[config.mk]
export PLATFORM = sky130hd
export DESIGN_NAME = mem_wb_stage
export DESIGN_NICKNAME = d
export VERILOG_FILES = /design/src/rtl/mem_wb_stage.sv
export SDC_FILE = /design/constraint.sdc
export NUM_CORES = 1
export LEC_CHECK = 0
export CAP_MARGIN = 20
export CORE_MARGIN = 8
export CORE_UTILIZATION = 38
export DETAILED_ROUTE_END_ITERATION = 7
export MAX_ROUTING_LAYER = met4
export PLACE_DENSITY = 0.81
export REMOVE_ABC_BUFFERS = 1
export SYNTH_ARGS = -nofsm -noshare
export SYNTH_HDL_FRONTEND = slang
export SYNTH_SLANG_ARGS = --single-unit
[constraint.sdc]
create_clock -name clock -period 1.9 [get_ports clock]
set_input_delay 0.38 -clock clock [delete_from_list [all_inputs] [get_ports clock]]
set_output_delay 0.38 -clock clock [all_outputs]
set_load 0.01 [all_outputs]
[src/rtl/mem_wb_stage.sv]
// Memory and writeback back-end: X/M register driving the dmem port, M/W register
// driving the regfile write port, plus M-stage bypass information for hazard handling.
module mem_wb_stage (
  input  logic        clock,
  input  logic        reset,
  input  logic        stall,
  input  logic [4:0]  op_x,
  input  logic [4:0]  alu_op_x,
  input  logic [4:0]  rd_addr_x,
  input  logic [31:0] alu_out_x,
  input  logic        alu_ovf_x,
  input  logic [31:0] regB_x,
  input  logic [31:0] pc_x,
  input  logic [31:0] tgt_x,
  output logic [11:0] dmem_address,
  output logic [31:0] dmem_data_in,
  output logic        dmem_wren,
  input  logic [31:0] dmem_q,
  output logic        regfile_write_enable,
  output logic [4:0]  regfile_write_addr,
  output logic [31:0] rd_writedata,
  output logic        bypass_m_we,
  output logic [4:0]  bypass_m_addr,
  output logic [31:0] bypass_m_data,
  output logic        bypass_m_is_lw
);

  localparam logic [4:0] OP_R    = 5'b00000;
  localparam logic [4:0] OP_JAL  = 5'b00011;
  localparam logic [4:0] OP_ADDI = 5'b00101;
  localparam logic [4:0] OP_SW   = 5'b00111;
  localparam logic [4:0] OP_LW   = 5'b01000;
  localparam logic [4:0] OP_SETX = 5'b10101;
  localparam logic [4:0] ALU_ADD = 5'b00000;
  localparam logic [4:0] ALU_SUB = 5'b00001;
  localparam logic [4:0] REG_RSTATUS = 5'd30;
  localparam logic [4:0] REG_RA      = 5'd31;

  logic [31:0] xm_value_q, xm_value_d;
  logic [4:0]  xm_dest_q, xm_dest_d;
  logic        xm_we_q, xm_we_d;
  logic        xm_is_lw_q, xm_is_lw_d;
  logic        xm_is_sw_q, xm_is_sw_d;
  logic [31:0] xm_store_q, xm_store_d;
  logic        we_raw;

  logic [31:0] mw_value_q;
  logic [4:0]  mw_dest_q;
  logic        mw_we_q;
  logic        mw_is_lw_q;

  // Decode X-stage inputs into the X/M fields, including overflow/jal/setx rewriting.
  always_comb begin
    xm_value_d = 32'd0;
    xm_dest_d  = 5'd0;
    we_raw     = 1'b0;
    xm_is_lw_d = 1'b0;
    xm_is_sw_d = 1'b0;
    xm_store_d = 32'd0;
    case (op_x)
      OP_R: begin
        we_raw = 1'b1;
        if (alu_ovf_x && (alu_op_x == ALU_ADD)) begin
          xm_value_d = 32'd1;
          xm_dest_d  = REG_RSTATUS;
        end else if (alu_ovf_x && (alu_op_x == ALU_SUB)) begin
          xm_value_d = 32'd3;
          xm_dest_d  = REG_RSTATUS;
        end else begin
          xm_value_d = alu_out_x;
          xm_dest_d  = rd_addr_x;
        end
      end
      OP_ADDI: begin
        we_raw = 1'b1;
        if (alu_ovf_x) begin
          xm_value_d = 32'd2;
          xm_dest_d  = REG_RSTATUS;
        end else begin
          xm_value_d = alu_out_x;
          xm_dest_d  = rd_addr_x;
        end
      end
      OP_LW: begin
        we_raw     = 1'b1;
        xm_value_d = alu_out_x;
        xm_dest_d  = rd_addr_x;
        xm_is_lw_d = 1'b1;
      end
      OP_JAL: begin
        we_raw     = 1'b1;
        xm_value_d = pc_x;
        xm_dest_d  = REG_RA;
      end
      OP_SETX: begin
        we_raw     = 1'b1;
        xm_value_d = tgt_x;
        xm_dest_d  = REG_RSTATUS;
      end
      OP_SW: begin
        xm_value_d = alu_out_x;
        xm_is_sw_d = 1'b1;
        xm_store_d = regB_x;
      end
      default: begin
        we_raw = 1'b0;
      end
    endcase
    // r0 is hardwired; never request a write to it.
    xm_we_d = we_raw & (xm_dest_d != 5'd0);
  end

  // X/M register: holds on stall, cleared by reset.
  always_ff @(posedge clock) begin
    if (reset) begin
      xm_value_q <= 32'd0;
      xm_dest_q  <= 5'd0;
      xm_we_q    <= 1'b0;
      xm_is_lw_q <= 1'b0;
      xm_is_sw_q <= 1'b0;
      xm_store_q <= 32'd0;
    end else if (!stall) begin
      xm_value_q <= xm_value_d;
      xm_dest_q  <= xm_dest_d;
      xm_we_q    <= xm_we_d;
      xm_is_lw_q <= xm_is_lw_d;
      xm_is_sw_q <= xm_is_sw_d;
      xm_store_q <= xm_store_d;
    end else begin
      xm_value_q <= xm_value_q;
      xm_dest_q  <= xm_dest_q;
      xm_we_q    <= xm_we_q;
      xm_is_lw_q <= xm_is_lw_q;
      xm_is_sw_q <= xm_is_sw_q;
      xm_store_q <= xm_store_q;
    end
  end

  // M/W register: takes a bubble on stall so the held M instruction commits only once.
  always_ff @(posedge clock) begin
    if (reset || stall) begin
      mw_value_q <= 32'd0;
      mw_dest_q  <= 5'd0;
      mw_we_q    <= 1'b0;
      mw_is_lw_q <= 1'b0;
    end else begin
      mw_value_q <= xm_value_q;
      mw_dest_q  <= xm_dest_q;
      mw_we_q    <= xm_we_q;
      mw_is_lw_q <= xm_is_lw_q;
    end
  end

  assign dmem_address         = xm_value_q[11:0];
  assign dmem_data_in         = xm_store_q;
  assign dmem_wren            = xm_is_sw_q & ~stall;
  assign regfile_write_enable = mw_we_q;
  assign regfile_write_addr   = mw_dest_q;
  assign rd_writedata         = mw_is_lw_q ? dmem_q : mw_value_q;
  assign bypass_m_we          = xm_we_q;
  assign bypass_m_addr        = xm_dest_q;
  assign bypass_m_data        = xm_value_q;
  assign bypass_m_is_lw       = xm_is_lw_q;

endmodule

* Word level (Yosys, flattened, before mapping)
Index checks and enable logic that the tools add are counted.
W data, S select, Z words.
** Word-level totals
- Register bits :: 111
- Bits of input ports :: 179
- Output and inout bits :: 122
- Word-level logic and storage cells :: 40
** Cells by class
- Equal/unequal tests :: 6
- Multiplexer cells :: 13
- Bitwise operators :: 3
- Reductions and logical operators :: 8
** Operator list (count)
- $mux W32 :: 5
- $pmux W32 S5 :: 1
- $pmux W5 S5 :: 1
- $mux W5 :: 3
- $eq A5 B3 Y1 const B :: 2
- $logic_not A5 Y1 :: 2
- $eq A5 B1 Y1 const B :: 1
- $eq A5 B2 Y1 const B :: 1
- $eq A5 B4 Y1 const B :: 1
- $eq A5 B5 Y1 const B :: 1
- $reduce_bool A5 Y1 :: 1
- $reduce_or A5 Y1 :: 1
- $mux W1 :: 3
- $and A1 B1 Y1 :: 2
- $logic_and A1 B1 Y1 :: 2
- $reduce_or A2 Y1 :: 1
- $logic_or A1 B1 Y1 :: 1
- $not A1 Y1 :: 1

* Depth between registers and ports, before layout
Gate-level depths: netlist (run 1).
- Depth after elaboration :: 7
- Depth in mapped cells :: 7
- Depth with buffers taken out :: 5

* Worst setup path before layout (run 1)
Ideal clock, no wire load.
- Path kind :: input-to-reg
- Start point :: input port alu_op_x[3]
- End point :: register xm_value_q[1] (netlist: bypass_m_data[1])
- Setup time :: 120 ps
- Data arrival time :: 1631 ps
- Required time :: 1780 ps
- Setup slack :: 149 ps
- Stages :: 5
- Path buffers :: 0
- Cell sequence :: or4_1 -> nor3_1 -> mux2i_1 -> nor2_1 -> o31a_1
** On the way
- Word-level cells in the longest chain between the ends :: 5
- Elaborated cells on any way between the ends :: 7
- Those cells by class :: eq/ne (1); mux (3); reduce/logical (3)
** RTL lines
- start, declared :: RTL line 8 : input logic [4:0] alu_op_x,
- $eq A5 B1 Y1 :: RTL line 66 : end else if (alu_ovf_x && (alu_op_x == ALU_SUB)) begin
- $logic_and A1 B1 Y1 :: RTL line 66
- $mux W32 :: RTL line 66
- $mux W32 (*) :: RTL line 63 : if (alu_ovf_x && (alu_op_x == ALU_ADD)) begin
- $pmux W32 S5 (*) :: RTL line 60 : case (op_x)
- end signal, assigned :: RTL line 123 : xm_value_q <= xm_value_d;
- end signal, assigned :: RTL line 130 : xm_value_q <= xm_value_q;
- end, declared :: RTL line 39 : logic [31:0] xm_value_q, xm_value_d;
Mark *: on every way between the ends. The rest lies on a longest branch, timed or not.
A chain may end at the register's enable or synchronous reset.

* Worst setup path after layout (run 1)
- Start point :: register mw_is_lw_q
- End point :: output port rd_writedata[14]
** On the way
- Word-level cells in the longest chain between the ends :: 1
** RTL lines
- start, declared :: RTL line 50 : logic mw_is_lw_q;
- start signal, assigned :: RTL line 150 : mw_is_lw_q <= xm_is_lw_q;
- $mux W32 :: RTL line 159 : assign rd_writedata = mw_is_lw_q ? dmem_q : mw_value_q;
- end, declared :: RTL line 21 : output logic [31:0] rd_writedata,
Every way passes these cells.

==> results of run 1 <==
[cells by family (layout without fill, tap and decap cells)]
family          after synthesis  in the layout  synth area share (%)
mux                          33             33                  7.48
other cells                   0              2                     0
flops                       111            111                  44.9
compound gates              119            119                  23.8
simple gates                183            183                  17.5
buf+inv                      63            376                  6.30
[state kept, by name, indices dropped and copies added, names as in the netlist]
signal,cells
bypass_m_data,32
mw_is_lw_q,1
mw_value_q,32
regfile_write_enable,1
xm_is_sw_q,1
bypass_m_addr,5
bypass_m_we,1
regfile_write_addr,5
bypass_m_is_lw,1
dmem_data_in,32
[worst register-to-register path: stages, from the launching register on]
cell	delay (ns)
dfxtp_1	0.39
a222oi_1	0.44
a221oi_2	0.12
[power breakdown]
part,total (W),switching [W],internal [W]
Clock,0.00178,0.000858,0.000919
Sequential,0.00235,0.0000100,0.00234
Combinational,0.000745,0.000283,0.000462
Total,0.00487,0.00115,0.00372
[through the flow]
stage	setup slack, ns	setup TNS, ns
floorplan	-1.12	-31.63
global placement	-0.354	-12.57
detailed placement	-0.374	-14.91
CTS	-0.0662	-0.0662
global route	-0.0317	-0.255
finish	0.0318	0
[routing by layer]
layer	GRT usage, %	wire [um]	part of all wire [%]
met3	6.69	1980	9.5
met5	-	0	0
met1	25.3	7720	37
met2	41.6	10400	50
met4	9.15	646	3.1
[what timing repair did]
item,CTS,global route
setup endpoints to repair,34,33
buffers inserted,8,1
hold endpoints to repair,0,0
gates resized for setup,106,23
pin swaps,1,2
gates cloned,0,2
[area by class of cell]
| type | count | area, um2 |
|---|---|---|
| Fill cell | 975 | 3980 |
| Timing Repair Buffer | 354 | 3470 |
| Multi-Input combinational cell | 335 | 2470 |
| Sequential cell | 111 | 2230 |
| Clock buffer | 10 | 239 |
| Tap cell | 172 | 215 |
| Clock inverter | 6 | 36.3 |
| Inverter | 6 | 22.5 |
| Antenna cell | 2 | 5.00 |
[layout by cell type, fill, tap and decap left out, drive strengths merged, types with 6 or more instances in the layout]
cell / n
nor3: 7
clkdlybuf4s50: 263
dfxtp: 111
inv: 6
mux2: 32
and2: 36
buf: 78
nor2: 45
a22oi: 32
a222oi: 30
a21oi: 8
clkbuf: 13
a221oi: 34
nand2: 75
[how the worst max path moves through the flow]
| stage | start | end |
|---|---|---|
| after floorplan | op_x[4] | bypass_m_data[0] |
| after global placement | alu_op_x[3] | bypass_m_data[1] |
| after detailed placement | op_x[1] | bypass_m_data[24] |
| after CTS | mw_is_lw_q | rd_writedata[13] |
| after global routing | alu_op_x[3] | bypass_m_data[1] |
| final | mw_is_lw_q | rd_writedata[14] |
==> results.toml, run 1 <==
[global_routing]
grt_pass1_wl_mm = 30.4
antenna_found_initial = 1
grt_usage_pct = 23.9
first_global_vias = 5660
grt-ovfl-total = 0
grt_max_degree = 73

[clock_tree]
clk_pin_slew_worst_paths_ns = 0.07
numClockSinks = 111
cts_root_buf = "clkbuf_16"
clk_path_buf_depth = 2
worstSkewPairLatency_ns = 0.35
cts_buffers = 9
ctsHoldBuffers = 0
htreeDepth = 3
cts_tree = "built"

[synth]
yosysMostFrequentCell = "dfxtp_1"
avgSynthCellArea_um2 = 9.72
synth_ff_type = "dfxtp_1"
synth_edf_count = 0
ys_ff_latch = 111
yosys-top-cells-count = "111 x dfxtp_1, 75 x nand2_1, 45 x nor2_1, 36 x and2_1"
yosysWarningCount = 0
synthArstFlopShare_pct = 0
synth_area_um2 = 4950
synth_cell_types = 43
syn-instance-count = 509
seq_area_frac_synth_pct = 44.9
netlist.area_leader.share_pct = 44.9
synth_top_cells_by_area = "dfxtp_1 45%, a221oi_2 9.1%, mux2_2 7.3%, a222oi_1 6.1%, nand2_1 5.7%"
netlist.top_cell.by_area = "dfxtp_1"

[worst_hold_path]
hold_path_class = "in2reg"
hold_end = "dmem_data_in[10]"
min_from = "reset"
whs_path_depth = 2

[floorplanning]
chipWidth_um = 130
dieArea_um2 = 16900
row_count = 41
fp.dieH_um = 130
core_area_um2 = 12700
pin_count = 301
start_util_pct = 39.1

[critical_path]
crit_path_top_delay_cell = "dfxtp_4"
crit_buf_inv = 3
worstPathArrival_ns = 1.49
cp.depth = 4
r2r_start = "bypass_m_data[3]"
path_delay_family = "flip-flops"
rrSetupSlack_ns = 0.82
critPathKind = "reg2out"
cpPeakStageDelay_ns = 0.40
r2r-end = "bypass_m_data[3]"
cp.required_ns = 1.52
worstPathMaxFanout = 16
cp-end-kind = "primary output"
start_kind = "register"
path_cells = "buf_6, buf_12, mux2_2, buf_2"
reg2reg_depth = 2

[timing]
max_freq_mhz = 535
period_share_pct = 98.3
fin_crit_ns = 1.87
worst_clock_skew_ns = 0.00656
worst_pin_slew_ns = 0.408
setup_viol = 0
timing.hold.ws_ns = 0.403
hold_violations = 0
rsz0062_at_grt = "true"
drv_slew = 0
slew_headroom_pct = 72.8

[drt]
dr.first_iter.drc_count = 436
num_vias = 5393
dr.pass1.iters = 6
ant_nets = 0
drc = 0
post_drt_wl_per_cell_um = 20.8
vias_per_cell = 5.41
finalWirelength_mm = 20.7

[run]
cap_violations = 0

[place]
post_dp_cell_area_um2 = 8340
gp_congestion = 0.876
io_buffers = 300
dp_cells = 967
dpl.hpwl_mm = 15.7

[layout]
nNetsFinal = 996
stdcell_count = 996
stdcell_area_um2 = 8690
fin_util_pct = 68.6
drive_gt1_share_pct = 20.9
area_growth_pct = 75.6

[power_and_ir_drop]
p_per_area_nw_per_um2 = 561
power_w = 0.00487
p_leak_nw = 3.16
ir_worst_vdd_v = 0.000484

[run_status]
outcome = "complete, no violations"
No activity file was read; power rests on OpenSTA's default activity.
==> run 2, diff against run 1 <==
ABC_AREA = 1   (was default)
CORE_UTILIZATION = 39   (was 38)
SKIP_CTS_REPAIR_TIMING = 1   (was default)
==> results.toml, run 2 <==
[floorplanning]
row_count = 42
fp.dieH_um = 132
pin_count = 301
core_area_um2 = 13200
dieArea_um2 = 17400
start_util_pct = 39.7
chipWidth_um = 132

[drt]
drc = 0
post_drt_wl_per_cell_um = 17.5
dr.pass1.iters = 6
ant_nets = 0
finalWirelength_mm = 20.1
num_vias = 5652
dr.first_iter.drc_count = 404
vias_per_cell = 4.92

[synth]
ys_ff_latch = 111
yosysWarningCount = 0
netlist.top_cell.by_area = "dfxtp_1"
synth_edf_count = 0
synth_top_cells_by_area = "dfxtp_1 42%, nand2_1 11%, mux2_2 6.9%, a21oi_2 4.8%, a22oi_1 4.4%"
synth_ff_type = "dfxtp_1"
seq_area_frac_synth_pct = 42.4
synth_cell_types = 31
avgSynthCellArea_um2 = 7.84
syn-instance-count = 668
synthArstFlopShare_pct = 0
synth_area_um2 = 5240
netlist.area_leader.share_pct = 42.4
yosys-top-cells-count = "151 x nand2_1, 111 x dfxtp_1, 57 x inv_1, 53 x nor2_1, 43 x nand3_1"
yosysMostFrequentCell = "nand2_1"

[clock_tree]
cts_tree = "built"
clk_path_buf_depth = 2
worstSkewPairLatency_ns = 0.35
cts_buffers = 9
cts_root_buf = "clkbuf_16"
numClockSinks = 111
clk_pin_slew_worst_paths_ns = 0.08
htreeDepth = 3

[timing]
worst_clock_skew_ns = 0.00658
setup_viol = 0
drv_slew = 0
slew_headroom_pct = 51.3
worst_pin_slew_ns = 0.730
rsz0062_at_grt = "true"
period_share_pct = 97.5
max_freq_mhz = 540
hold_violations = 0
fin_crit_ns = 1.85
timing.hold.ws_ns = 0.226

[critical_path]
cp.required_ns = 1.52
cpPeakStageDelay_ns = 0.37
cp-end-kind = "primary output"
rrSetupSlack_ns = 1.17
worstPathMaxFanout = 11
start_kind = "register"
path_cells = "buf_12, buf_4, mux2_2, dlymetal6s2s_1"
worstPathArrival_ns = 1.47
critPathKind = "reg2out"
reg2reg_depth = 2
r2r-end = "bypass_m_data[2]"
crit_path_top_delay_cell = "dfxtp_4"
critPathCapture = "rd_writedata[13]"
crit_start = "mw_is_lw_q"
r2r_start = "bypass_m_data[2]"

[place]
io_buffers = 300
dpl.hpwl_mm = 15.1
gp_congestion = 0.868

[global_routing]
first_global_vias = 5545
grt_max_degree = 66
antenna_found_initial = 1
grt_pass1_wl_mm = 31.1
grt-ovfl-total = 0
grt_usage_pct = 23.1

[power_and_ir_drop]
p_leak_nw = 3.71
power_w = 0.00509
ir_worst_vdd_v = 0.000594
p_per_area_nw_per_um2 = 575

[layout]
area_growth_pct = 69.1
drive_gt1_share_pct = 15.8
final_common_cell = "clkdlybuf4s50_1"
layout_common_cells = "266 x clkdlybuf4s50_1, 151 x nand2_1, 110 x dfxtp_1"
nFillCells = 1060
nNetsFinal = 1146
fin_util_pct = 67.1

[run]
cap_violations = 0

[run_status]
outcome = "complete, no violations"

[worst_hold_path]
hold_path_class = "in2reg"
==> run 2: changes by cell type after synthesis, moves of 29 or more <==
cell and change:
a21oi_2 +29, a221oi_2 -30, nand2_1 +76, inv_1 +51, nand3_1 +42, a222oi_1 -30, a21oi_1 +32, and2_1 -36
==> run 2: logic make-up (layout without fill, tap and decap cells) <==
kind of cell	Yosys count	in the layout	synth area share [%]
buffers and inverters	117	421	11.7
multiplexers	32	32	6.88
AO/OA/AOI/OAI	147	147	18.1
other	0	1	0
AND/OR/NAND/NOR	261	261	20.9
flip-flops	111	111	42.4
==> run 2: worst max-delay path: cells and delay by family, from the launching register on <==
| kind | cells | cell delay (ns) |
|---|---|---|
| mux | 1 | 0.32 |
| flops | 1 | 0.37 |
| buf+inv | 3 | 0.43 |
==> run 2: worst min path at each step <==
stage / from / endpoint / slack, ns / depth (start not counted)
6_report: reset / dmem_data_in[6] / 0.23 / 2
5_1_grt: reset / dmem_data_in[6] / 0.22 / 2
4_1_cts: reset / dmem_data_in[6] / 0.21 / 2
3_5_place_dp: bypass_m_data[17] / mw_value_q[17] / 0.43 / 2
3_3_place_gp: bypass_m_data[21] / mw_value_q[21] / 0.43 / 2
2_1_floorplan: xm_is_sw_q / xm_is_sw_q / 0.44 / 2
==> run 2: final cells by class <==
| cell class | instances | area, um2 | share of cell area (%) |
|---|---|---|---|
| antenna | 1 | 2.50 | 0.0283 |
| clock buffer | 11 | 243 | 2.74 |
| clock inverter | 5 | 40.0 | 0.452 |
| inverter | 59 | 221 | 2.50 |
| multi-input combinational | 440 | 2410 | 27.2 |
| sequential | 111 | 2230 | 25.1 |
| tap | 176 | 220 | 2.49 |
| timing repair buffer | 346 | 3490 | 39.4 |
==> run 2: layer usage <==
metal  vias up  track usage (%)  routed length, um
met5         -                -                  0
met4         0             6.25                291
met2       254             38.3               9890
met1      2607             26.3               8260
li1       2771                -                  -
met3        20             7.55               1630
==> run 2: power breakdown <==
part,total [W],internal (W),switching (W)
Sequential,0.00239,0.00236,0.0000275
Combinational,0.000858,0.000524,0.000334
Clock,0.00185,0.000940,0.000908
==> run 2: stage by stage <==
step                instances  setup slack (ns)  area (um2)  setup TNS (ns)
detailed placement       1123            -0.270        8510           -6.94
finish                   1149            0.0478        8860               0
global route             1149          -0.00953        8860         -0.0133
floorplan                 610            -0.226        4850           -5.78
CTS                      1139            -0.250        8790           -7.17
global placement         1123            -0.205        8510           -5.06
==> run 3, diff against run 2 <==
SKIP_LAST_GASP = 1   (was default)
==> results.toml, run 3 (same netlist as run 2, synthesis figures left out) <==
[run_status]
outcome = "finished, violations left"
violations = "setup timing"

[global_routing]
grt_pass1_wl_mm = 31.1
grt-ovfl-total = 0
grt_max_degree = 66
antenna_found_initial = 1
first_global_vias = 5545
grt_usage_pct = 23.1

[timing]
fin_crit_ns = 1.92
tns_ns = -0.0445
worst_pin_slew_ns = 0.727
drv_slew = 0
hold_violations = 0
rsz0062_at_grt = "true"
slew_headroom_pct = 51.5
period_share_pct = 101
setup_viol = 5
timing.final.ws_setup_ns = -0.0154
worst_clock_skew_ns = 0.00618
timing.hold.ws_ns = 0.226
max_freq_mhz = 522

[power_and_ir_drop]
p_leak_nw = 3.93
ir_worst_vdd_v = 0.000590
netSwitchingFraction_pct = 24.8
p_per_area_nw_per_um2 = 569
combPwrFrac_pct = 16.9
intPower_w = 0.00383
seqPwrFrac_pct = 46.9
clock_power_share_pct = 36.2
p_sw_w = 0.00127

[layout]
drive_gt1_share_pct = 14.5
fin_util_pct = 67.8
multiInputGateArea_um2 = 2410
seq_area_um2 = 2230
final_common_cell = "clkdlybuf4s50_1"
area_growth_pct = 70.8
stdcell_area_um2 = 8950
nFillCells = 1044
nNetsFinal = 1146
layout_common_cells = "266 x clkdlybuf4s50_1, 151 x nand2_1, 110 x dfxtp_1"

[critical_path]
worstPathArrival_ns = 1.54
path_cells = "buf_12, buf_4, mux2_2, dlymetal6s2s_1"
cp.required_ns = 1.52
worstPathMaxFanout = 11
start_kind = "register"
crit_path_top_delay_cell = "dfxtp_4"
critPathKind = "reg2out"
cp-end-kind = "primary output"
cpPeakStageDelay_ns = 0.37

[place]
dpl.hpwl_mm = 15.1
io_buffers = 300
gp_congestion = 0.868
post_dp_cell_area_um2 = 8510

[floorplanning]
chipWidth_um = 132
start_util_pct = 39.7
fp.dieH_um = 132
core_area_um2 = 13200
pin_count = 301
row_count = 42
dieArea_um2 = 17400

[drt]
finalWirelength_mm = 20.1
vias_per_cell = 4.93
post_drt_wl_per_cell_um = 17.5
num_vias = 5659
drc = 0
ant_nets = 0
dr.first_iter.drc_count = 434
dr.pass1.iters = 5

[clock_tree]
cts_root_buf = "clkbuf_16"
htreeDepth = 3
cts_buffers = 9
clk_pin_slew_worst_paths_ns = 0.08
clk_path_buf_depth = 2
worstSkewPairLatency_ns = 0.35
numClockSinks = 111
cts_tree = "built"

[run]
cap_violations = 0

[worst_hold_path]
hold_path_class = "in2reg"
[run 3: layout make-up]
cell class,instances,share of cell area (%)
sequential,111,24.9
tap,176,2.46
clock buffer,11,2.71
clock inverter,5,0.448
antenna,1,0.0280
multi-input combinational,440,26.9
timing repair buffer,346,40.1
inverter,59,2.48
[run 3: path summary, 6_finish.rpt]
path | startpoint | slack (ns) | endpoint | cells after the start
max reg2reg | bypass_m_data[11] | 1.17 | bypass_m_data[11] | 2
min reg2reg | bypass_m_data[17] | 0.44 | mw_value_q[17] | 2
min | reset | 0.23 | dmem_data_in[6] | 2
max | mw_is_lw_q | -0.02 | rd_writedata[22] | 4
[run 3: per-layer routing]
layer,track usage (%),routed length (um),vias up,part of all wire (%)
met1,26.3,8270,2614,41
met2,38.3,9910,257,49
met3,7.55,1690,18,8.4
met5,-,0,-,0
li1,-,-,2770,-
met4,6.25,260,0,1.3
[run 3: power groups by stage]
stage | Combinational [W] | Clock, W | Sequential, W
3_3_place_gp | 0.000851 | 0 | 0.00244
2_1_floorplan | 0.000189 | 0 | 0.00246
5_1_grt | 0.000927 | 0.00199 | 0.00239
6_report | 0.000861 | 0.00184 | 0.00239
4_1_cts | 0.000864 | 0.00189 | 0.00239
3_5_place_dp | 0.000859 | 0 | 0.00244
[run 3: through the flow]
| stage | power [W] | worst slack, ns | std cells |
|---|---|---|---|
| floorplan | 0.00265 | -0.226 | 610 |
| global placement | 0.00329 | -0.205 | 1123 |
| detailed placement | 0.00330 | -0.270 | 1123 |
| CTS | 0.00514 | -0.250 | 1139 |
| global route | 0.00531 | -0.0824 | 1149 |
| finish | 0.00509 | -0.0154 | 1149 |
[run 3: worst max-delay path: cells and delay by family, from the launching register on]
family / cells / cell delay [ns]
mux: 1 / 0.34
buf+inv: 3 / 0.46
flops: 1 / 0.37
